--- src/rtl/ex_muldiv_unit_pkg.sv ---
// Shared RV32M funct3 encodings and operand-signedness helpers for the
// multiply/divide unit.
package ex_muldiv_unit_pkg;

  localparam logic [2:0] OP_MUL    = 3'b000;
  localparam logic [2:0] OP_MULH   = 3'b001;
  localparam logic [2:0] OP_MULHSU = 3'b010;
  localparam logic [2:0] OP_MULHU  = 3'b011;
  localparam logic [2:0] OP_DIV    = 3'b100;
  localparam logic [2:0] OP_DIVU   = 3'b101;
  localparam logic [2:0] OP_REM    = 3'b110;
  localparam logic [2:0] OP_REMU   = 3'b111;

  // rs1 is signed for MUL/MULH/MULHSU and for DIV/REM.
  function automatic logic rs1_signed(input logic [2:0] f3);
    return f3[2] ? !f3[0] : (f3[1:0] != 2'b11);
  endfunction

  // rs2 is signed for MUL/MULH and for DIV/REM.
  function automatic logic rs2_signed(input logic [2:0] f3);
    return f3[2] ? !f3[0] : !f3[1];
  endfunction

endpackage

--- src/rtl/muldiv_div_core.sv ---
// Restoring divider on operand magnitudes, one quotient bit per step;
// quotient/remainder outputs carry the sign correction.
module muldiv_div_core #(
  parameter int XLEN = 32
) (
  input  logic            clk,
  input  logic            rst,
  input  logic            load,
  input  logic            step,
  input  logic            is_signed,
  input  logic [XLEN-1:0] dividend,
  input  logic [XLEN-1:0] divisor,
  output logic [XLEN-1:0] quotient,
  output logic [XLEN-1:0] remainder
);

  logic [XLEN-1:0] quo, rem, dsr;
  logic            q_neg, r_neg;
  logic            n_neg, d_neg;
  logic [XLEN:0]   shifted, diff;

  assign n_neg   = is_signed & dividend[XLEN-1];
  assign d_neg   = is_signed & divisor[XLEN-1];
  // Dividend bits stream out of quo's MSB while quotient bits enter its LSB.
  assign shifted = {rem, quo[XLEN-1]};
  assign diff    = shifted - {1'b0, dsr};

  always_ff @(posedge clk or negedge rst) begin
    if (!rst) begin
      quo   <= '0;
      rem   <= '0;
      dsr   <= '0;
      q_neg <= 1'b0;
      r_neg <= 1'b0;
    end else if (load) begin
      quo   <= n_neg ? -dividend : dividend;
      rem   <= '0;
      dsr   <= d_neg ? -divisor : divisor;
      q_neg <= n_neg ^ d_neg;
      r_neg <= n_neg;
    end else if (step) begin
      if (!diff[XLEN]) begin
        rem <= diff[XLEN-1:0];
        quo <= {quo[XLEN-2:0], 1'b1};
      end else begin
        rem <= shifted[XLEN-1:0];
        quo <= {quo[XLEN-2:0], 1'b0};
      end
    end
  end

  assign quotient  = q_neg ? -quo : quo;
  assign remainder = r_neg ? -rem : rem;

endmodule

--- src/rtl/ex_muldiv_unit.sv ---
// RV32M multiply/divide execution unit with IDLE/MUL/DIV/DONE control.
// Define MULDIV_FAST_MUL_EN for a single-cycle multiplier instead of shift-add.
module ex_muldiv_unit
  import ex_muldiv_unit_pkg::*;
#(
  parameter int XLEN  = 32,
  parameter int TAG_W = 5
) (
  input  logic             clk,
  input  logic             rst,
  input  logic             start,
  input  logic [2:0]       op,
  input  logic [XLEN-1:0]  data1,
  input  logic [XLEN-1:0]  data2,
  input  logic [TAG_W-1:0] tag_in,
  input  logic             flush,
  output logic             busy,
  output logic             done,
  output logic [XLEN-1:0]  result,
  output logic [TAG_W-1:0] tag_out
);

  localparam int CNT_W = $clog2(XLEN + 1);

  typedef enum logic [1:0] {S_IDLE, S_MUL, S_DIV, S_DONE} state_t;

  state_t            state, state_nxt;
  logic [2:0]        op_q;
  logic [XLEN-1:0]   a_q, b_q;
  logic [TAG_W-1:0]  tag_q;
  logic [CNT_W-1:0]  cnt;
  logic              accept, iter_done, finish;
  logic              mul_finish, div_finish, div_zero, div_ovf, is_rem;
  logic [2*XLEN-1:0] product;
  logic [XLEN-1:0]   mul_result, div_result, core_quo, core_rem;

  assign accept    = (state == S_IDLE) && start && !flush;
  assign iter_done = (cnt == CNT_W'(XLEN));
  assign div_zero  = (b_q == '0);
  assign div_ovf   = rs1_signed(op_q) && (a_q == {1'b1, {(XLEN-1){1'b0}}}) && (b_q == '1);
  assign div_finish = div_zero || div_ovf || iter_done;
  assign finish    = !flush && (((state == S_MUL) && mul_finish) ||
                                ((state == S_DIV) && div_finish));

  always_ff @(posedge clk or negedge rst) begin
    // NOTE: clocked state uses non-blocking assignments so every flop samples pre-edge values.
    if (!rst) state <= S_IDLE;
    else      state <= state_nxt;
  end

  always_comb begin
    // NOTE: default assignment first keeps this combinational block free of latches.
    state_nxt = state;
    if (flush) begin
      state_nxt = S_IDLE;
    end else begin
      case (state)
        S_IDLE:  if (start) state_nxt = op[2] ? S_DIV : S_MUL;
        S_MUL:   if (mul_finish) state_nxt = S_DONE;
        S_DIV:   if (div_finish) state_nxt = S_DONE;
        S_DONE:  state_nxt = S_IDLE;
        default: state_nxt = S_IDLE;
      endcase
    end
  end

  always_comb begin
    busy = (state == S_MUL) || (state == S_DIV);
    done = (state == S_DONE);
  end

  always_ff @(posedge clk or negedge rst) begin
    if (!rst) begin
      op_q    <= '0;
      a_q     <= '0;
      b_q     <= '0;
      tag_q   <= '0;
      cnt     <= '0;
      result  <= '0;
      tag_out <= '0;
    end else begin
      if (accept) begin
        op_q  <= op;
        a_q   <= data1;
        b_q   <= data2;
        tag_q <= tag_in;
        cnt   <= '0;
      end else if (busy && !iter_done) begin
        cnt <= cnt + CNT_W'(1);
      end
      if (finish) begin
        result  <= (state == S_DIV) ? div_result : mul_result;
        tag_out <= tag_q;
      end
    end
  end

`ifdef MULDIV_FAST_MUL_EN
  logic signed [XLEN:0]     fa, fb;
  logic signed [2*XLEN+1:0] fprod;

  assign fa         = {rs1_signed(op_q) & a_q[XLEN-1], a_q};
  assign fb         = {rs2_signed(op_q) & b_q[XLEN-1], b_q};
  assign fprod      = fa * fb;
  assign product    = fprod[2*XLEN-1:0];
  assign mul_finish = 1'b1;
`else
  logic [2*XLEN-1:0] mcand, acc;
  logic [XLEN-1:0]   mplier;
  logic              mneg, ma_neg, mb_neg;

  assign ma_neg = rs1_signed(op) & data1[XLEN-1];
  assign mb_neg = rs2_signed(op) & data2[XLEN-1];

  // Shift-add over magnitudes; the product sign is restored at the end.
  always_ff @(posedge clk or negedge rst) begin
    if (!rst) begin
      mcand  <= '0;
      mplier <= '0;
      acc    <= '0;
      mneg   <= 1'b0;
    end else if (accept && !op[2]) begin
      mcand  <= {{XLEN{1'b0}}, (ma_neg ? -data1 : data1)};
      mplier <= mb_neg ? -data2 : data2;
      acc    <= '0;
      mneg   <= ma_neg ^ mb_neg;
    end else if ((state == S_MUL) && !iter_done) begin
      if (mplier[0]) acc <= acc + mcand;
      mcand  <= mcand << 1;
      mplier <= mplier >> 1;
    end
  end

  assign product    = mneg ? -acc : acc;
  assign mul_finish = iter_done;
`endif

  assign mul_result = (op_q == OP_MUL) ? product[XLEN-1:0] : product[2*XLEN-1:XLEN];
  assign is_rem     = (op_q == OP_REM) || (op_q == OP_REMU);

  always_comb begin
    if (div_zero)     div_result = is_rem ? a_q : '1;
    else if (div_ovf) div_result = is_rem ? '0 : a_q;
    else              div_result = is_rem ? core_rem : core_quo;
  end

  muldiv_div_core #(.XLEN(XLEN)) u_div_core (
    .clk       (clk),
    .rst       (rst),
    .load      (accept && op[2]),
    .step      ((state == S_DIV) && !iter_done),
    .is_signed (rs1_signed(op)),
    .dividend  (data1),
    .divisor   (data2),
    .quotient  (core_quo),
    .remainder (core_rem)
  );

endmodule

--- config.mk ---
export PLATFORM = sky130hd
export DESIGN_NAME = ex_muldiv_unit
export DESIGN_NICKNAME = d
export VERILOG_FILES = /design/src/rtl/ex_muldiv_unit_pkg.sv /design/src/rtl/muldiv_div_core.sv /design/src/rtl/ex_muldiv_unit.sv
export SDC_FILE = /design/constraint.sdc
export NUM_CORES = 1
export LEC_CHECK = 0
export ABC_AREA = 0
export ABC_CLOCK_PERIOD_IN_PS = 4700
export BUFFER_PORTS_ARGS = -buffer_cell sky130_fd_sc_hd__buf_4
export CAP_MARGIN = 0
export CORE_ASPECT_RATIO = 1.75
export CORE_UTILIZATION = 52
export DETAILED_ROUTE_END_ITERATION = 8
export PLACE_DENSITY = 0.73
export SYNTH_ARGS = -nofsm -noshare
export SYNTH_HDL_FRONTEND = slang
export SYNTH_HIERARCHICAL = 1
export SYNTH_SLANG_ARGS = --single-unit
--- constraint.sdc ---
create_clock -name clk -period 4.7 [get_ports clk]
set_input_delay 0.235 -clock clk [delete_from_list [all_inputs] [get_ports clk]]
set_output_delay 0.235 -clock clk [all_outputs]
set_load 0.02 [all_outputs]
After elaboration in Yosys (flattened, before gate mapping)
Cells that the tools add are included.

operators by class
  add/sub/neg operators = 8
  equal/unequal tests = 13
  multiplexer cells = 37
  bitwise logic cells = 5
  reduce and logical (&&, ||, !) cells = 32

operator list
  kind                    count
  $mux W32                19
  $mux W64                6
  $neg A32 Y32            4
  $add A64 B64 Y64        1
  $eq A32 B32 Y1 const B  2
  $neg A64 Y64            1
  $sub A33 B32 Y33        1
  $logic_not A32 Y1       1
  $logic_and A1 B1 Y1     12
  $mux W6                 2
  $mux W2                 5
  $ne A3 B3 Y1 const B    3
  $pmux W2 S4             1
  $reduce_bool A2 Y1      4
  $add A6 B1 Y6 const B   1
  $eq A3 B3 Y1 const B    2
  $eq A6 B6 Y1 const B    1
  $logic_not A1 Y1        6
  $logic_or A1 B1 Y1      5
  $eq A2 B2 Y1 const B    2
  $mux W1                 4
  $ne A2 B2 Y1 const B    2
  $and A1 B1 Y1           3
  $logic_not A3 Y1        1
  other kinds (5)         6

storage, ports and cells
  bits in registers = 376
  logic and storage cells = 112

Depth between registers and ports, before layout
Gate-level depths: netlist of the first run.

  depth in word-level cells = 9
  depth in mapped cells = 14

By module
Netlist of the first run, hierarchy kept.

by module, submodules not included
  module           times used  area an instance (um^2)  seq. area each (um^2)  cells an instance
  ex_muldiv_unit   1           18901.9                  6956.7                 2461
  muldiv_div_core  1           8634.5                   2452.4                 1098

Worst setup path after synthesis of the first run
OpenSTA, ideal clock, no wires.

  path type = register to register
  start = register u_div_core.rem[5]
  end = register result[28]
  setup slack = 1.086 ns
  cell stages (with the launch flop) = 14
  data arrival time = 3.536 ns
  library setup time = 0.077 ns
  required time = 4.623 ns
  path through = dfrtp_1 -> or3_4 -> nor3_4 -> nand2b_2 -> or4_4 -> or4_1 -> or4_4 -> or3_4 -> o21ai_2 -> xnor2_1 -> nand2_1 -> a32oi_1 -> a21oi_1 -> a21oi_1

on the way
  cells in the longest elaborated chain, start to end = 6

RTL lines
  item                      line                   text
  start: declaration        muldiv_div_core.sv:17  logic [XLEN-1:0] quo, rem, dsr;
  start signal: assignment  muldiv_div_core.sv:43  rem <= diff[XLEN-1:0];
  start signal: assignment  muldiv_div_core.sv:46  rem <= shifted[XLEN-1:0];
  $neg A32 Y32              muldiv_div_core.sv:53  assign remainder = r_neg ? -rem : rem;
  $mux W32                  muldiv_div_core.sv:53
  via core_rem[28]          ex_muldiv_unit.sv:35   logic [XLEN-1:0] mul_result, div_result, core_quo, core_rem;
  $mux W32                  ex_muldiv_unit.sv:144  else div_result = is_rem ? core_rem : core_quo;
  $mux W32                  ex_muldiv_unit.sv:143  else if (div_ovf) div_result = is_rem ? '0 : a_q;
  $mux W32                  ex_muldiv_unit.sv:142  if (div_zero) div_result = is_rem ? a_q : '1;
  $mux W32                  ex_muldiv_unit.sv:92   result <= (state == S_DIV) ? div_result : mul_result;
  end signal: assignment    ex_muldiv_unit.sv:92
  end: declaration          ex_muldiv_unit.sv:19   output logic [XLEN-1:0] result,

The timed path passes the listed nets, and every way through them passes these cells.
A chain may end at the register's enable or synchronous reset.

Worst setup path after layout of the first run
  start = register a_q[22]
  end = register result[14]

on the way
  cells in the longest elaborated chain, start to end = 8

RTL lines
  item                                   line                  text
  start: declaration                     ex_muldiv_unit.sv:29  logic [XLEN-1:0] a_q, b_q;
  start signal: assignment               ex_muldiv_unit.sv:84  a_q <= data1;
  $eq A32 B32 Y1 (*)                     ex_muldiv_unit.sv:40  assign div_ovf = rs1_signed(op_q) && (a_q == {1'b1, {(XLEN-1){1'b0}}}) && (b_q == '1);
  $logic_and A1 B1 Y1 (*) (2 in series)  ex_muldiv_unit.sv:40
  $logic_or A1 B1 Y1 (2 in series)       ex_muldiv_unit.sv:41  assign div_finish = div_zero || div_ovf || iter_done;
  $logic_and A1 B1 Y1                    ex_muldiv_unit.sv:43  ((state == S_DIV) && div_finish));
  $logic_or A1 B1 Y1                     ex_muldiv_unit.sv:42  assign finish = !flush && (((state == S_MUL) && mul_finish) ||
  $logic_and A1 B1 Y1                    ex_muldiv_unit.sv:42

Every way passes the cells marked *; elsewhere a longest branch is shown, timed or not.

==> summary.txt, run 1 <==
Floorplanning
  • # rows: ~110
  • I/O Pins: 115
  • Die width: ~180 um
  • Die height: ~300 um
  • Die ar.: 53920 um2
  • Core footprint: ~52000 um2
  • Starting Density: 0.5259

STA
  • Setup-failing EPs final: 0
  • Final hold slack: 0.01366 ns
  • Max Slew Vio Count: 0
  • Total negative setup slack: 0 ns
  • Final period util: 0.9060
  • Final min period: ~4.3 ns
  • Worst slew margin: 0.1384
  • Unrepaired setup endpoints after global routing: false
  • Max Freq: 234.8 MHz
  • Final clock skew: 0.03833 ns
  • Least-Margin Pin Slew: 1.279 ns
  • Fin. Hold Viols: 0

Setup path
  • Worst reg-to-reg path cell count: 11
  • FF-to-FF End: result[14]
  • CP Launch Type: flip-flop
  • Worst path max stage delay: 0.82 ns
  • FF-to-FF Start: a_q[22]
  • Reg2reg setup slack: 0.44 ns
  • CP Cell Sequence: or4b_2 -> nor4_1 -> buf_4 -> nand4_1 -> nor3_2 -> buf_4 -> o21ai_0 -> o311ai_0 -> o21ai_0 -> a21oi_1 -> a21oi_1
  • Critical path arrival: 4.73 ns
  • WP depth: 11
  • Setup CP Type: flip-flop to flip-flop
  • Worst Setup End Kind: flip-flop
  • Crit path max-delay family: simple AND/OR/NAND/NOR gates
  • Slowest stage cell, crit path: or4b_2
  • CP Buf/Inv Count: 2
  • Max FO, Critical Path: 19
  • CP required: 5.17 ns

CTS
  • Post_cts resized: 0
  • Clk slew on worst S/H paths: 0.07 ns
  • H-tree levels: 2
  • Root Buffer: clkbuf_16
  • CTS Sinks: 376
  • Maximum clock path buffer count: 3
  • CTS tree: built
  • Num CTS Buffers: 38
  • Skew-Pair Late Insertion Delay: slightly below 0.6 ns

Status
  • Status: finished, final reports clean

Synth
  • Ys async rst share: 1.000
  • Top FF cell, synth: dfrtp_1
  • Syn nets: 3745
  • Distinct cells, synth: 82
  • Synthesized instance count: 3559
  • Post-synthesis sequential area ratio: 0.3417
  • Syn Area/Cell: approximately 7.7 um2
  • Synth Cell Area: about 28000 um2
  • EDFF count, synth: 0
  • Synth warn: 6
  • Post-synthesis sequential element count: 376

Final layout
  • Number of diodes: 0
  • Commonest non-fill, non-tap cell in the layout: nand2_1
  • Layout fillers: 4822
  • Layout cells sized above 1: 0.07926
  • Most frequent cells in the layout: nand2_1, dfrtp_1, a21oi_1
  • Layout area overhead: 12.21%
  • Layout Nets: roughly 3800

Global routing
  • Vias in the first global route: 26699
  • Largest net degree at the start of global routing: 113
  • Final global-route overflow total: 0
  • Global-route wire length before repair: 152.2 mm
  • Antenna violations before repair: 3
  • Tot GR Track Use: 0.3671

Route
  • Antenna Nets Post-Route: 0
  • Drt pass-1 iters: 7
  • Drt total wl: 98.99 mm
  • Initial drt markers: 2310
  • Drt drc: 0
  • Vias: roughly 27000
  • Via density: 6.302
  • Average wire per standard cell: 22.89 um

Placement
  • Post-DP HPWL: 72.28 mm
  • # port buffers: approximately 110
  • RePlAce Congestion: ~1.0

Power
  • P_int: 11.34 mW
  • Sw Ratio: 0.4893
  • Gate power share: 0.552
  • Lkg Pwr: 13.46 nW
  • Peak VDD IR: 0.4845 mV
  • Clock power frac: 0.151
  • Cell Pwr Density: approximately 720 nW/um2
  • Sequential power share: 0.297
  • Total power: 22.21 mW
  • NetSw: 10.87 mW

Min path
  • Hold Path Class: input port to flip-flop
  • Worst Hold Path EP: a_q[15]
  • Worst hold stages: 3
  • Worst hold start: data1[15]

Job
  • Max_cap viols: 0
layout make-up:
type / count / area [um2] / share of cell area
tap: 678 / 848.3 / 0.02745
clock buffer: 53 / 1069 / 0.03458
sequential: 376 / 9410 / 0.3045
inverter: 80 / 300.3 / 0.009718
timing repair buffer: 230 / 1932 / 0.06252
multi-input combinational: 2893 / 17100 / 0.5533
clock inverter: 14 / 242.7 / 0.007856
cell usage after synthesis (all sizes together), types with 6 or more instances:
| cell type | instances | area, um2 |
|---|---|---|
| nand2 | 822 | 3085 |
| dfrtp | 376 | 9409 |
| a21oi | 300 | 1501 |
| o21ai | 267 | 1348 |
| nor2 | 251 | 942.2 |
| xnor2 | 210 | 1839 |
| clkbuf | 181 | 679.4 |
| ha | 108 | 1351 |
| xor2 | 103 | 902.1 |
| inv | 80 | 300.3 |
| a31oi | 76 | 475.5 |
| nor3 | 62 | 332.8 |
| o31ai | 59 | 461.7 |
| nand3 | 53 | 270.3 |
| a21o | 52 | 390.4 |
| nor4 | 52 | 355.3 |
| mux2i | 37 | 370.4 |
| nand4 | 36 | 225.2 |
| or3 | 35 | 249.0 |
| nand2b | 33 | 211.5 |
| or4 | 33 | 277.8 |
| a311oi | 29 | 254.0 |
| buf | 29 | 117.6 |
| o41ai | 25 | 219.0 |
| o211ai | 24 | 180.2 |
| a211oi | 19 | 142.6 |
| and2 | 19 | 118.9 |
| and3 | 19 | 118.9 |
| nor2b | 17 | 106.4 |
| a32oi | 15 | 131.4 |
| o21a | 15 | 112.6 |
| o21bai | 14 | 105.1 |
| or2 | 11 | 68.82 |
| a22oi | 10 | 75.07 |
| o22ai | 9 | 56.30 |
| a211o | 6 | 52.55 |
| and4 | 6 | 52.55 |
state kept, by name (all words and copies together) (netlist names), 6 cells and up:
register / cells
a_q: 32
acc: 64
b_q: 32
cnt: 6
mcand: 64
mplier: 32
result: 32
u_div_core/dsr: 32
u_div_core/quo: 32
u_div_core/rem: 32
through the flow:
stage | utilization | worst slack [ns] | cells | area, um2
floorplan | - | 1.086 | 3559 | 27540
global placement | 0.5526 | 0.8219 | 4192 | 28930
detailed placement | 0.5526 | 0.7542 | 4192 | 28930
CTS | 0.5899 | 0.7071 | 4323 | 30890
global route | 0.5902 | 0.3676 | 4324 | 30900
finish | 0.5902 | 0.4416 | 4324 | 30900
logic make-up (layout without fill, tap and decap cells):
kind of cell / after synthesis / in the layout / share of synthesized area
simple gates: 1466 / 1466 / 0.2384
compound gates: 965 / 965 / 0.2157
flops: 376 / 376 / 0.3417
xor+xnor: 313 / 313 / 0.09955
buf+inv: 290 / 377 / 0.03985
fa+ha+maj: 110 / 110 / 0.05053
mux: 39 / 39 / 0.01427
worst max path at each step:
stage	startpoint	endpoint
global route	a_q[22]	result[14]
detailed placement	u_div_core/rem[5]	result[28]
global placement	u_div_core/rem[5]	result[31]
finish	a_q[22]	result[14]
floorplan	u_div_core/rem[5]	result[28]
CTS	u_div_core/rem[5]	result[28]
timing repair:
| item | CTS | global route |
|---|---|---|
| endpoints found under the hold margin | 171 | 0 |
| hold buffers | 64 | 0 |
| setup buffers | 0 | 0 |
power groups by stage:
stage               sequential (mW)  combinational, mW  clock [mW]
finish                         6.59               12.3        3.35
global route                   6.75               13.4        3.49
global placement               6.51               11.8           0
CTS                            6.51               12.0        3.38
detailed placement             6.56               11.9           0
floorplan                      5.89               8.76           0
routing by layer:
metal  vias to the layer above  share of wire  GRT usage
met5                         -        0.00039          0
met1                     13091           0.35     0.3825
li1                      12629              -          -
met2                      1117           0.51     0.6603
met4                         6          0.083     0.2716
met3                       405          0.059    0.05518
worst reg2reg max path, stage by stage, from the launching register on:
cell and delay, ns:
dfrtp_1 0.52, or4b_2 0.83, nor4_1 0.34, buf_4 0.19
nand4_1 0.23, nor3_2 0.26, buf_4 0.30, o21ai_0 0.16
o311ai_0 0.27, o21ai_0 0.70, a21oi_1 0.29, a21oi_1 0.09
Power figures use the tool's default switching activity.
==> inputs of run 2 (changes only) <==
--- a/config.mk
+++ b/config.mk
@@ -10,10 +10,12 @@
 export BUFFER_PORTS_ARGS = -buffer_cell sky130_fd_sc_hd__buf_4
 export CAP_MARGIN = 0
 export CORE_ASPECT_RATIO = 1.75
-export CORE_UTILIZATION = 52
+export CORE_UTILIZATION = 35
 export DETAILED_ROUTE_END_ITERATION = 8
-export PLACE_DENSITY = 0.73
+export GPL_TIMING_DRIVEN = 0
+export PLACE_DENSITY = 0.54
 export SYNTH_ARGS = -nofsm -noshare
 export SYNTH_HDL_FRONTEND = slang
 export SYNTH_HIERARCHICAL = 1
 export SYNTH_SLANG_ARGS = --single-unit
+export TNS_END_PERCENT = 10
==> run 2 against run 1 <==
Effect of this change: sequential share of layout area decreased by 1.1 points; via count increased by 1.4%; clock skew decreased by 0.010 ns.
==> summary.txt, run 2 (synthesis results as in run 1) <==
Setup path
  • Critical path arrival: 5.25 ns (+0.52 ns)
  • CP Launch Type: flip-flop
  • Setup CP Type: flip-flop to flip-flop
  • Reg2reg setup slack: 0.008 ns (-0.43 ns)
  • FF-to-FF Start: b_q[3]
  • Max FO, Critical Path: 10 (-9)
  • FF-to-FF End: result[5]
  • Worst reg-to-reg path cell count: 9 (-2)
  • Worst Setup End Kind: flip-flop
  • CP required: 5.26 ns (+0.09 ns)

Min path
  • Worst hold start: start
  • Worst hold stages: 4 (+1)
  • Worst Hold Path EP: state[1]
  • Hold Path Class: input port to flip-flop

Placement
  • Post-DP HPWL: 93.84 mm (+30%)
  • RePlAce Congestion: 1.014 (-3.0%)
  • # port buffers: 114 (unchanged)
  • DP Area: 29790 um2 (+2.9%)

Final layout
  • Final Cell Area: 32020 um2 (+3.6%)
  • Most frequent cells in the layout: nand2_1, dfrtp_1, a21oi_1
  • Layout cells sized above 1: 0.06400 (-0.01526)
  • Layout area overhead: 16.29%
  • Multi-input gate area: 17070 um2 (-0.19%)
  • Biggest regs: acc: 64 flops, mcand: 64 flops
  • Layout fillers: 8300 (+72%)
  • Commonest non-fill, non-tap cell in the layout: nand2_1
  • Seq. cell area: 9409 um2 (about the same)
  • Layout Nets: 3982 (+4.7%)

STA
  • Final clock skew: 0.02811 ns (-0.01022 ns)
  • Final min period: 4.692 ns (+0.4333 ns)
  • Unrepaired setup endpoints after global routing: true
  • Worst slew margin: 0.1628 (+0.02441)
  • Max Freq: 213.1 MHz (-9.2%)
  • Least-Margin Pin Slew: 1.256 ns (-0.02311 ns)
  • Fin. Hold Viols: 0 (unchanged)
  • Final period util: 0.9982 (+0.09219)
  • Max Slew Vio Count: 0 (unchanged)
  • Setup-failing EPs final: 0 (unchanged)

Global routing
  • Tot GR Track Use: 0.2938 (-0.07324)
  • Global-route wire length before repair: 176.1 mm (+16%)
  • Largest net degree at the start of global routing: 110 (-2.7%)
  • Vias in the first global route: 27971 (+4.8%)
  • Final global-route overflow total: 0 (unchanged)
  • Antenna violations before repair: 4 (+1)

Power
  • Peak VDD IR: 0.3671 mV (-24%)
  • Total power: 23.18 mW (+4.3%)
  • Lkg Pwr: 13.61 nW (+1.1%)
  • Cell Pwr Density: 723.8 nW/um2 (+0.68%)

Status
  • Status: finished, final reports clean

CTS
  • Skew-Pair Late Insertion Delay: 0.63 ns (+0.05 ns)
  • Root Buffer: clkbuf_16
  • Maximum clock path buffer count: 3 (unchanged)
  • Clk slew on worst S/H paths: 0.07 ns (about the same)
  • H-tree levels: 2 (unchanged)
  • Num CTS Buffers: 43 (+13%)
  • CTS Sinks: 376 (unchanged)
  • CTS tree: built

Floorplanning
  • Die height: 373.1 um (+22%)
  • I/O Pins: 115 (unchanged)
  • Die ar.: 79850 um2 (+48%)
  • Core footprint: 77700 um2 (+48%)
  • Die width: 214.0 um (+22%)
  • Starting Density: 0.3544 (-0.1715)
  • # rows: 135 (+22%)

Route
  • Drt pass-1 iters: 6 (-1)
  • Antenna Nets Post-Route: 0 (unchanged)
  • Vias: 27624 (+1.4%)
  • Average wire per standard cell: 24.64 um (+7.6%)
  • Initial drt markers: 1768 (-23%)
  • Drt total wl: 119.7 mm (+21%)
  • Via density: 5.687 (-9.7%)
  • Drt drc: 0 (unchanged)

Job
  • Max_cap viols: 0 (unchanged)
-- run 2: changes by cell type in the layout (fill, tap and decap cells not counted), sizes merged --
cell,delta
diode,+2
buf,-19
dlygate4sd3,+9
clkinv,-1
inv,+2
bufinv,-2
clkinvlp,+2
clkbuf,+191
-- run 2: power breakdown --
group          leakage [nW]  switching, mW  internal, mW
Sequential             4.68           1.87          4.66
Clock                 0.712           1.57          2.07
Combinational          8.21           8.30          4.72
Total                  13.6           11.7          11.4
-- run 2: how the worst max path moves through the flow --
stage	from	end	cells past startpoint
floorplan	u_div_core/rem[5]	result[28]	13
detailed placement	b_q[3]	result[19]	9
finish	b_q[3]	result[5]	9
global route	b_q[3]	result[5]	9
CTS	acc[8]	acc[57]	11
global placement	rst	mplier[14]	1
-- run 2: metal layers --
layer  GRT usage  wire [um]  share of wire
met4      0.2442      11210          0.094
met2      0.5545      63230           0.53
met1      0.2803      40650           0.34
met5           0         22        0.00018
met3     0.03700       4552          0.038
-- run 2: final cells by class --
class	instances	share of cell area
multi-input combinational	2893	0.5329
inverter	80	0.009377
antenna	2	0.0001563
tap	1027	0.04013
timing repair buffer	192	0.05306
buffer	210	0.02493
clock inverter	15	0.006994
clock buffer	62	0.03864
sequential	376	0.2938
-- run 2: what timing repair did --
action / in CTS / in global routing
buffers inserted: 0 / 0
pin swaps: 0 / 0
hold endpoints to repair: 165 / 0
hold buffers: 73 / 0
resized for setup: 2 / 5
setup endpoints to repair: 21 / 28
-- run 2: stage by stage --
step / utilization / hold WS [ns] / setup WS, ns / instances / setup TNS, ns
2_1_floorplan: - / -0.06059 / 1.086 / 3559 / 0
3_3_place_gp: 0.3819 / 0.4327 / -0.7874 / 4700 / -272.92
3_5_place_dp: 0.3833 / 0.2194 / -0.3578 / 4704 / -4.686
4_1_cts: 0.4117 / 0.04292 / 0.05418 / 4854 / 0
5_1_grt: 0.4121 / 0.07676 / -0.04695 / 4857 / -0.1667
6_report: 0.4121 / 0.06040 / 0.008301 / 4857 / 0
-- run 2: worst max-delay path, stage by stage, from the launching register on --
cell and delay, ns:
dfrtp_1 0.59, or4b_2 0.79, nor4_2 0.57, nand4_1 0.21, nor3_1 0.47, o31ai_1 0.19
a21oi_2 0.64, clkbuf_1 0.68, nand3_1 0.31, nand3_1 0.16
